$ cat src/rtl/vga_timing_pkg.sv
// Shared VGA mode constants and decode helper for the raster timing generator.
// Default mode is 640x480@60 (negative syncs); an 800x600@60 set is provided.
package vga_timing_pkg;

  // 640x480@60, 25.175 MHz pixel rate
  localparam int VGA640_H_ACTIVE = 640;
  localparam int VGA640_H_FP     = 16;
  localparam int VGA640_H_SYNC   = 96;
  localparam int VGA640_H_BP     = 48;
  localparam int VGA640_V_ACTIVE = 480;
  localparam int VGA640_V_FP     = 10;
  localparam int VGA640_V_SYNC   = 2;
  localparam int VGA640_V_BP     = 33;
  localparam int VGA640_POL      = 0;

  // 800x600@60, 40 MHz pixel rate, positive syncs
  localparam int SVGA800_H_ACTIVE = 800;
  localparam int SVGA800_H_FP     = 40;
  localparam int SVGA800_H_SYNC   = 128;
  localparam int SVGA800_H_BP     = 88;
  localparam int SVGA800_V_ACTIVE = 600;
  localparam int SVGA800_V_FP     = 1;
  localparam int SVGA800_V_SYNC   = 4;
  localparam int SVGA800_V_BP     = 23;
  localparam int SVGA800_POL      = 1;

  // True when v lies in [lo, lo+len)
  function automatic logic in_window(int v, int lo, int len);
    return (v >= lo) && (v < lo + len);
  endfunction

endpackage

$ cat src/rtl/vga_axis_counter.sv
// One raster axis: modulo counter with enable and clear, terminal-count flag,
// registered sync decode and next-state active decode. Decodes are taken from
// the next-state count so registered outputs line up with the count register.
module vga_axis_counter
  import vga_timing_pkg::*;
#(
  parameter int ACTIVE = 640,
  parameter int FP     = 16,
  parameter int SYNC   = 96,
  parameter int BP     = 48,
  parameter int POL    = 0,
  parameter int W      = 10
) (
  input  logic         i_clk,
  input  logic         i_rst,
  input  logic         i_en,
  input  logic         i_clr,
  output logic [W-1:0] o_cnt,
  output logic         o_tc,
  output logic         o_sync,
  output logic         o_nxt_active
);

  localparam int   TOTAL = ACTIVE + FP + SYNC + BP;
  localparam logic L_POL = (POL != 0);

  logic [W-1:0] r_cnt;
  logic [W-1:0] w_nxt;
  logic         r_sync;

  assign o_tc         = (r_cnt == W'(TOTAL - 1));
  assign o_cnt        = r_cnt;
  assign o_sync       = r_sync;
  assign o_nxt_active = (int'(w_nxt) < ACTIVE);

  // Next count: clear wins over wrap, wrap wins over increment
  always_comb begin
    w_nxt = r_cnt;
    if (i_en) begin
      if (i_clr || o_tc) w_nxt = '0;
      else               w_nxt = r_cnt + 1'b1;
    end
  end

  // Count and sync level register, both loaded from the next-state count
  always_ff @(posedge i_clk or posedge i_rst) begin
    if (i_rst) begin
      r_cnt  <= '0;
      r_sync <= ~L_POL;
    end else begin
      r_cnt  <= w_nxt;
      r_sync <= in_window(int'(w_nxt), ACTIVE + FP, SYNC) ? L_POL : ~L_POL;
    end
  end

endmodule

$ cat src/rtl/vga_timing_gen.sv
// Parametrised VGA raster timing generator: hsync/vsync, pixel coordinate,
// active-video flag and line/frame end strobes for an arbitrary mode.
// Optional completed-frame counter enabled by VGA_TIMING_FRAME_COUNT_EN.
module vga_timing_gen
  import vga_timing_pkg::*;
#(
  parameter int H_ACTIVE    = VGA640_H_ACTIVE,
  parameter int H_FP        = VGA640_H_FP,
  parameter int H_SYNC      = VGA640_H_SYNC,
  parameter int H_BP        = VGA640_H_BP,
  parameter int V_ACTIVE    = VGA640_V_ACTIVE,
  parameter int V_FP        = VGA640_V_FP,
  parameter int V_SYNC      = VGA640_V_SYNC,
  parameter int V_BP        = VGA640_V_BP,
  parameter int H_POL       = VGA640_POL,
  parameter int V_POL       = VGA640_POL,
  parameter int FRAME_CNT_W = 16,
  localparam int H_TOTAL    = H_ACTIVE + H_FP + H_SYNC + H_BP,
  localparam int V_TOTAL    = V_ACTIVE + V_FP + V_SYNC + V_BP,
  localparam int X_W        = $clog2(H_TOTAL),
  localparam int Y_W        = $clog2(V_TOTAL)
) (
  input  logic                   inputclock,
  input  logic                   input_reset,
  input  logic                   pixel,
  input  logic                   input_restart,
  output logic                   output_hsync,
  output logic                   output_vsync,
  output logic [X_W-1:0]         output_x,
  output logic [Y_W-1:0]         output_y,
  output logic                   output_active,
  output logic                   output_line_end,
  output logic                   output_frame_end,
  output logic [FRAME_CNT_W-1:0] output_frame_count
);

  logic w_h_tc, w_v_tc, w_h_nxt_act, w_v_nxt_act, w_v_en;
  logic r_active;

  // Vertical steps on horizontal wrap, or clears with the horizontal on restart
  assign w_v_en = pixel & (w_h_tc | input_restart);

  vga_axis_counter #(
    .ACTIVE(H_ACTIVE), .FP(H_FP), .SYNC(H_SYNC), .BP(H_BP), .POL(H_POL), .W(X_W)
  ) u_h (
    .i_clk(inputclock), .i_rst(input_reset), .i_en(pixel), .i_clr(input_restart),
    .o_cnt(output_x), .o_tc(w_h_tc), .o_sync(output_hsync), .o_nxt_active(w_h_nxt_act)
  );

  vga_axis_counter #(
    .ACTIVE(V_ACTIVE), .FP(V_FP), .SYNC(V_SYNC), .BP(V_BP), .POL(V_POL), .W(Y_W)
  ) u_v (
    .i_clk(inputclock), .i_rst(input_reset), .i_en(w_v_en), .i_clr(input_restart),
    .o_cnt(output_y), .o_tc(w_v_tc), .o_sync(output_vsync), .o_nxt_active(w_v_nxt_act)
  );

  // Active-video flag registered from both axes' next-state counts
  always_ff @(posedge inputclock or posedge input_reset) begin
    if (input_reset) r_active <= 1'b1;
    else             r_active <= w_h_nxt_act & w_v_nxt_act;
  end

  assign output_active    = r_active;
  assign output_line_end  = pixel & w_h_tc;
  assign output_frame_end = output_line_end & w_v_tc;

`ifdef VGA_TIMING_FRAME_COUNT_EN
  logic [FRAME_CNT_W-1:0] r_frame_count;

  // Completed-frame counter; survives restart, cleared only by reset
  always_ff @(posedge inputclock or posedge input_reset) begin
    if (input_reset)           r_frame_count <= '0;
    else if (output_frame_end) r_frame_count <= r_frame_count + 1'b1;
  end

  assign output_frame_count = r_frame_count;
`else
  assign output_frame_count = '0;
`endif

endmodule
$ cat config.mk
export PLATFORM = sky130hd
export DESIGN_NAME = vga_timing_gen
export DESIGN_NICKNAME = d
export VERILOG_FILES = /design/src/rtl/vga_timing_pkg.sv /design/src/rtl/vga_axis_counter.sv /design/src/rtl/vga_timing_gen.sv
export SDC_FILE = /design/constraint.sdc
export NUM_CORES = 1
export LEC_CHECK = 0
export BUFFER_PORTS_ARGS = -buffer_cell sky130_fd_sc_hd__buf_2
export CORE_MARGIN = 3
export CORE_UTILIZATION = 30
export CTS_BUF_LIST = sky130_fd_sc_hd__clkbuf_8
export CTS_CLUSTER_SIZE = 20
export DETAILED_ROUTE_END_ITERATION = 8
export HOLD_SLACK_MARGIN = 0.03
export PLACE_DENSITY_LB_ADDON = 0.25
export SKIP_CTS_REPAIR_TIMING = 1
export SKIP_LAST_GASP = 1
export SYNTH_ARGS = -nofsm -noshare
export SYNTH_HDL_FRONTEND = slang
export SYNTH_SLANG_ARGS = --single-unit
$ cat constraint.sdc
create_clock -name inputclock -period 2.8 [get_ports inputclock]
set_input_delay 0.42 -clock inputclock [delete_from_list [all_inputs] [get_ports inputclock]]
set_output_delay 0.42 -clock inputclock [all_outputs]
set_load 0.005 [all_outputs]
Yosys cells after proc, flatten, opt, wreduce, memory -nomap -nowiden
Index checks and enable logic that the tools add are counted.
- flip-flop bits (word level): 23
- input port bits: 4
- output and inout port bits: 41
- word-level logic and storage cells: 30
- add/sub/neg operators: 2
- $lt $le $gt $ge: 6
- equal/unequal tests: 2
- muxes and demuxes: 6
- bitwise operators: 5
- reduce and logical (&&, ||, !) cells: 4
- operators by type and width (operator ; number):
    $mux W10 ; 4
    $add A10 B1 Y10 const B ; 2
    $eq A10 B10 Y1 const B ; 2
    $lt A10 B10 Y1 const B ; 2
    $lt A10 B9 Y1 const B ; 2
    $ge A10 B10 Y1 const B ; 1
    $ge A10 B9 Y1 const B ; 1
    $and A1 B1 Y1 ; 4
    $logic_and A1 B1 Y1 ; 2
    $logic_or A1 B1 Y1 ; 2
    $mux W1 ; 2
    $or A1 B1 Y1 ; 1

Logic depth before layout (Yosys ltp)
- depth in word-level cells: 7
- depth in mapped cells: 9
- mapped depth without buffers: 8

By module
From an unflattened synthesis, not the netlist that was laid out.
- cells, all modules: 172
- area, all modules: 1571.5 µm²
- by module, submodules not included (module ; times used ; cells an instance ; area each (µm²) ; seq. area each (µm²)):
    vga_axis_counter (u_h) ; 1 ; 77 ; 705.7 ; 276.5
    vga_axis_counter (u_v) ; 1 ; 72 ; 684.4 ; 276.5
    vga_timing_gen ; 1 ; 23 ; 181.4 ; 26.3

Least setup slack after synthesis
OpenSTA, ideal clock, no wires.
- kind: input-to-reg
- start: input u_h.o_cnt[0]
- end: register r_active, in the netlist output_active
- library setup time: 81 ps
- data arrival time: 2024 ps
- required time: 2719 ps
- setup slack: 694 ps
- stages on the path: 9
- buffers on the path: 1
- cell sequence: dfrtp_1 -> ha_1 -> and4_1 -> buf_6 -> nand3_1 -> nor4b_1 -> or2_2 -> nor4b_4 -> a211oi_2
- word-level cells in the longest chain between the ends: 6
- elaborated cells on any way between the ends: 11
- those cells by class: 1 x add/sub; 2 x order compare; 1 x eq/ne; 3 x mux; 3 x bitwise; 1 x reduce/logical
- ends and longest elaborated chain (element ; line ; text):
    start, declared ; vga_axis_counter.sv:18 ; output logic [W-1:0] o_cnt,
    parallel branches: the longest is 5 deep, another holds $add A10 B1 Y10 ; -- ;
    $and A1 B1 Y1 * ; vga_timing_gen.sv:60 ; else r_active <= w_h_nxt_act & w_v_nxt_act;
    end signal, assigned ; vga_timing_gen.sv:60 ;
    end, declared ; vga_timing_gen.sv:38 ; logic r_active;
Mark *: on every way between the ends.

Worst setup path in the final report
- start: input u_h.o_cnt[0]
- end: output output_frame_end
- word-level cells in the longest chain between the ends: 3
- ends and longest elaborated chain (element ; line ; text):
    $eq A10 B10 Y1 ; vga_axis_counter.sv:31 ; assign o_tc = (r_cnt == W'(TOTAL - 1));
    $and A1 B1 Y1 ; vga_timing_gen.sv:64 ; assign output_line_end = pixel & w_h_tc;
    $and A1 B1 Y1 ; vga_timing_gen.sv:65 ; assign output_frame_end = output_line_end & w_v_tc;
    end, declared ; vga_timing_gen.sv:33 ; output logic output_frame_end,
No other way between the ends.

==> metrics.txt <==
critical path startpoint category flip-flop; Min-Delay Path Class input port to async pin; Clock Latency Late Sink 260 ps; Ant. Diodes 0; worst endpoint required time 2380 ps; clk slew on worst S/H paths 90 ps; Yosys reg bits 23; DRC 0; FFs w/ async S/R, synth 100%; GR Overflow Total 0; # clock sinks 23; routability cong. 0.802; Metal-1 WL 1690 µm; NetSw 0.181 mW; P_int 0.473 mW; largest stage delay on the critical path 420 ps; WL met3 161 µm; Final nets 218; status finished, final reports clean; clock share of power 31.3%; core area 5170 µm²; crit path kind flip-flop to output pin; gr usage total 12.3%; Longest Clk Path Bufs 2; number of H-tree levels 1; largest net degree at the start of global routing 24; drt wl/cell 13.0 µm; combinational power share 13.1%; CTS tree done; number of CTS-inserted buffers 3; part of the power in registers 55.6%; vias in the first global route 1259; count of final setup violators 0; fin. max-slew vios 0; Initial Util 31.3%; ANT nets after route 0; Max rail drop VDD 294 µV; Total Wirelength 3640 µm; Syn. warnings 0; Post-Syn Area per Cell 8.69 µm²; layout cells sized above 1 22.9%; Least-Margin Pin Slew 869 ps; netlist area before placement 1620 µm²; Buffers on Ports 28; num rows 26; vias per cell 4.69; number of flops mapped to enable cells by yosys 0; synth top area cells dfrtp_1 31%, buf_4 7.9%, dfstp_2 4.9%; Sum Neg Setup Slack 0 ps; CTS Root Cell clkbuf_8; DR top layer met4; Mapped Cells 186; max_cap viols 0; via count 1314; post-DP HPWL 2790 µm; P_leak 0.831 nW; final hold violations 0; switch share 27.7%; Power Dens Cells 368 nW/µm²; worst hold margin 325 ps; full die area 6310 µm²; global-route wire length before repair 6180 µm; first-pass detailed-route iteration total 4; Final Critical Period 2550 ps; Yosys top cell area share 31.0%; Post-synth top cells 20 x dfrtp_1, 20 x nand2_1, 20 x nor2_1, 17 x buf_4, 14 x o21ai_0; FMAX 393 MHz; largest area contributor in the synthesized netlist dfrtp_1; die height 79.4 µm; met2 routed WL 1770 µm; reg2reg path depth 7; CP max-delay cell dfrtp_1; Layout area overhead 10.2%; relative slew slack 42.0%; initial antenna violation count 0; critical-path cell list ha_1 -> and4_1 -> nand3_1 -> nor4b_2 -> buf_2; Total Power 0.655 mW; Critical Path AT 2130 ps; die width 79.4 µm; register area share after synthesis 35.8%; Setup crit end kind output pin; ys flop type dfrtp_1; number of distinct library cells after synthesis 49; fin crit share 90.9%; 1st-iter DRT viols 57; Setup Skew 7.09 ps; post-layout util 34.4%; RSZ-0062 raised after global routing false; fillcell total 554; IO Pins 45; critical path peak fanout 7
-- logic make-up after synthesis --
logic type	Yosys count	share of synthesized area, %
AND/OR/NAND/NOR	78	25.9
buffers and inverters	37	14.2
AO/OA/AOI/OAI	32	14.8
flip-flops	23	35.8
XOR/XNOR	10	5.42
adder cells (fa/ha/maj)	3	2.32
multiplexers	2	1.32
other	1	0.232
-- power groups by stage --
stage	combinational (mW)	sequential, mW	clock (mW)
3_5_place_dp	0.0875	0.371	0
2_1_floorplan	0.0719	0.368	0
4_1_cts	0.0883	0.364	0.216
3_3_place_gp	0.0881	0.370	0
5_1_grt	0.101	0.368	0.226
6_report	0.0860	0.364	0.205
-- through the flow --
step	instances	setup slack, ps	cell area [µm²]
final	280	254	1780
after global routing	280	41.9	1780
after CTS	280	108	1780
after detailed placement	276	417	1730
after global placement	276	459	1730
after floorplan	201	694	1670
-- registers in the layout (all words and copies together), names as in the netlist --
signal	count
u_h.o_sync	1
u_v.o_sync	1
output_active	1
u_h.o_cnt	10
u_v.o_cnt	10
-- critical path, delay by kind of cell (launching register included) --
kind / cells / cell delay (ps)
adder cells (fa/ha/maj): 1 / 250
buffers and inverters: 1 / 170
flip-flops: 1 / 420
AND/OR/NAND/NOR: 3 / 1030
-- cells in the final DEF (no fill, tap or decap), types with 2 or more instances in the layout --
master	n
nor3_1	3
ha_1	3
inv_1	12
nor2b_1	3
nor2_1	20
nand3_1	8
conb_1	16
buf_4	2
dfstp_2	3
dfrtp_1	20
a31oi_1	2
o21ai_0	14
xor2_1	5
nand4_1	7
clkbuf_8	3
o22ai_1	2
nor3b_1	2
nand4b_1	3
a21oi_1	3
nand2_1	20
buf_2	28
xnor2_1	5
nor4_1	2
-- metal layers --
layer  global-route usage [%]  vias to the layer above
li1                         -                      662
met5                        0                        -
met1                     16.6                      617
met2                     20.5                       31
met3                     2.71                        4
met4                     1.72                        0
-- area by class of cell --
type / count / area (µm²) / share of cell area, %
repair buffers: 30 / 155 / 8.71
well taps: 70 / 87.6 / 4.92
inverters: 12 / 45.0 / 2.53
clock inverters: 1 / 3.75 / 0.211
flip-flops and latches: 23 / 579 / 32.5
clock buffers: 3 / 41.3 / 2.32
multi-input cells: 141 / 870 / 48.8
-- worst paths after layout --
kind / end / startpoint / slack, ps
worst max-delay path: output_frame_end / u_h.o_cnt[0] / 250
worst min-delay path: u_v.o_cnt[1] / input_reset / 330
worst max register to register: u_v.o_sync / u_h.o_cnt[0] / 490
worst min register to register: u_h.o_cnt[0] / u_h.o_cnt[0] / 550
max in group asynchronous: u_h.o_cnt[1] / input_reset / 1930
min in group inputclock: u_v.o_cnt[3] / input_restart / 460
(Power assumes the default switching activity.)
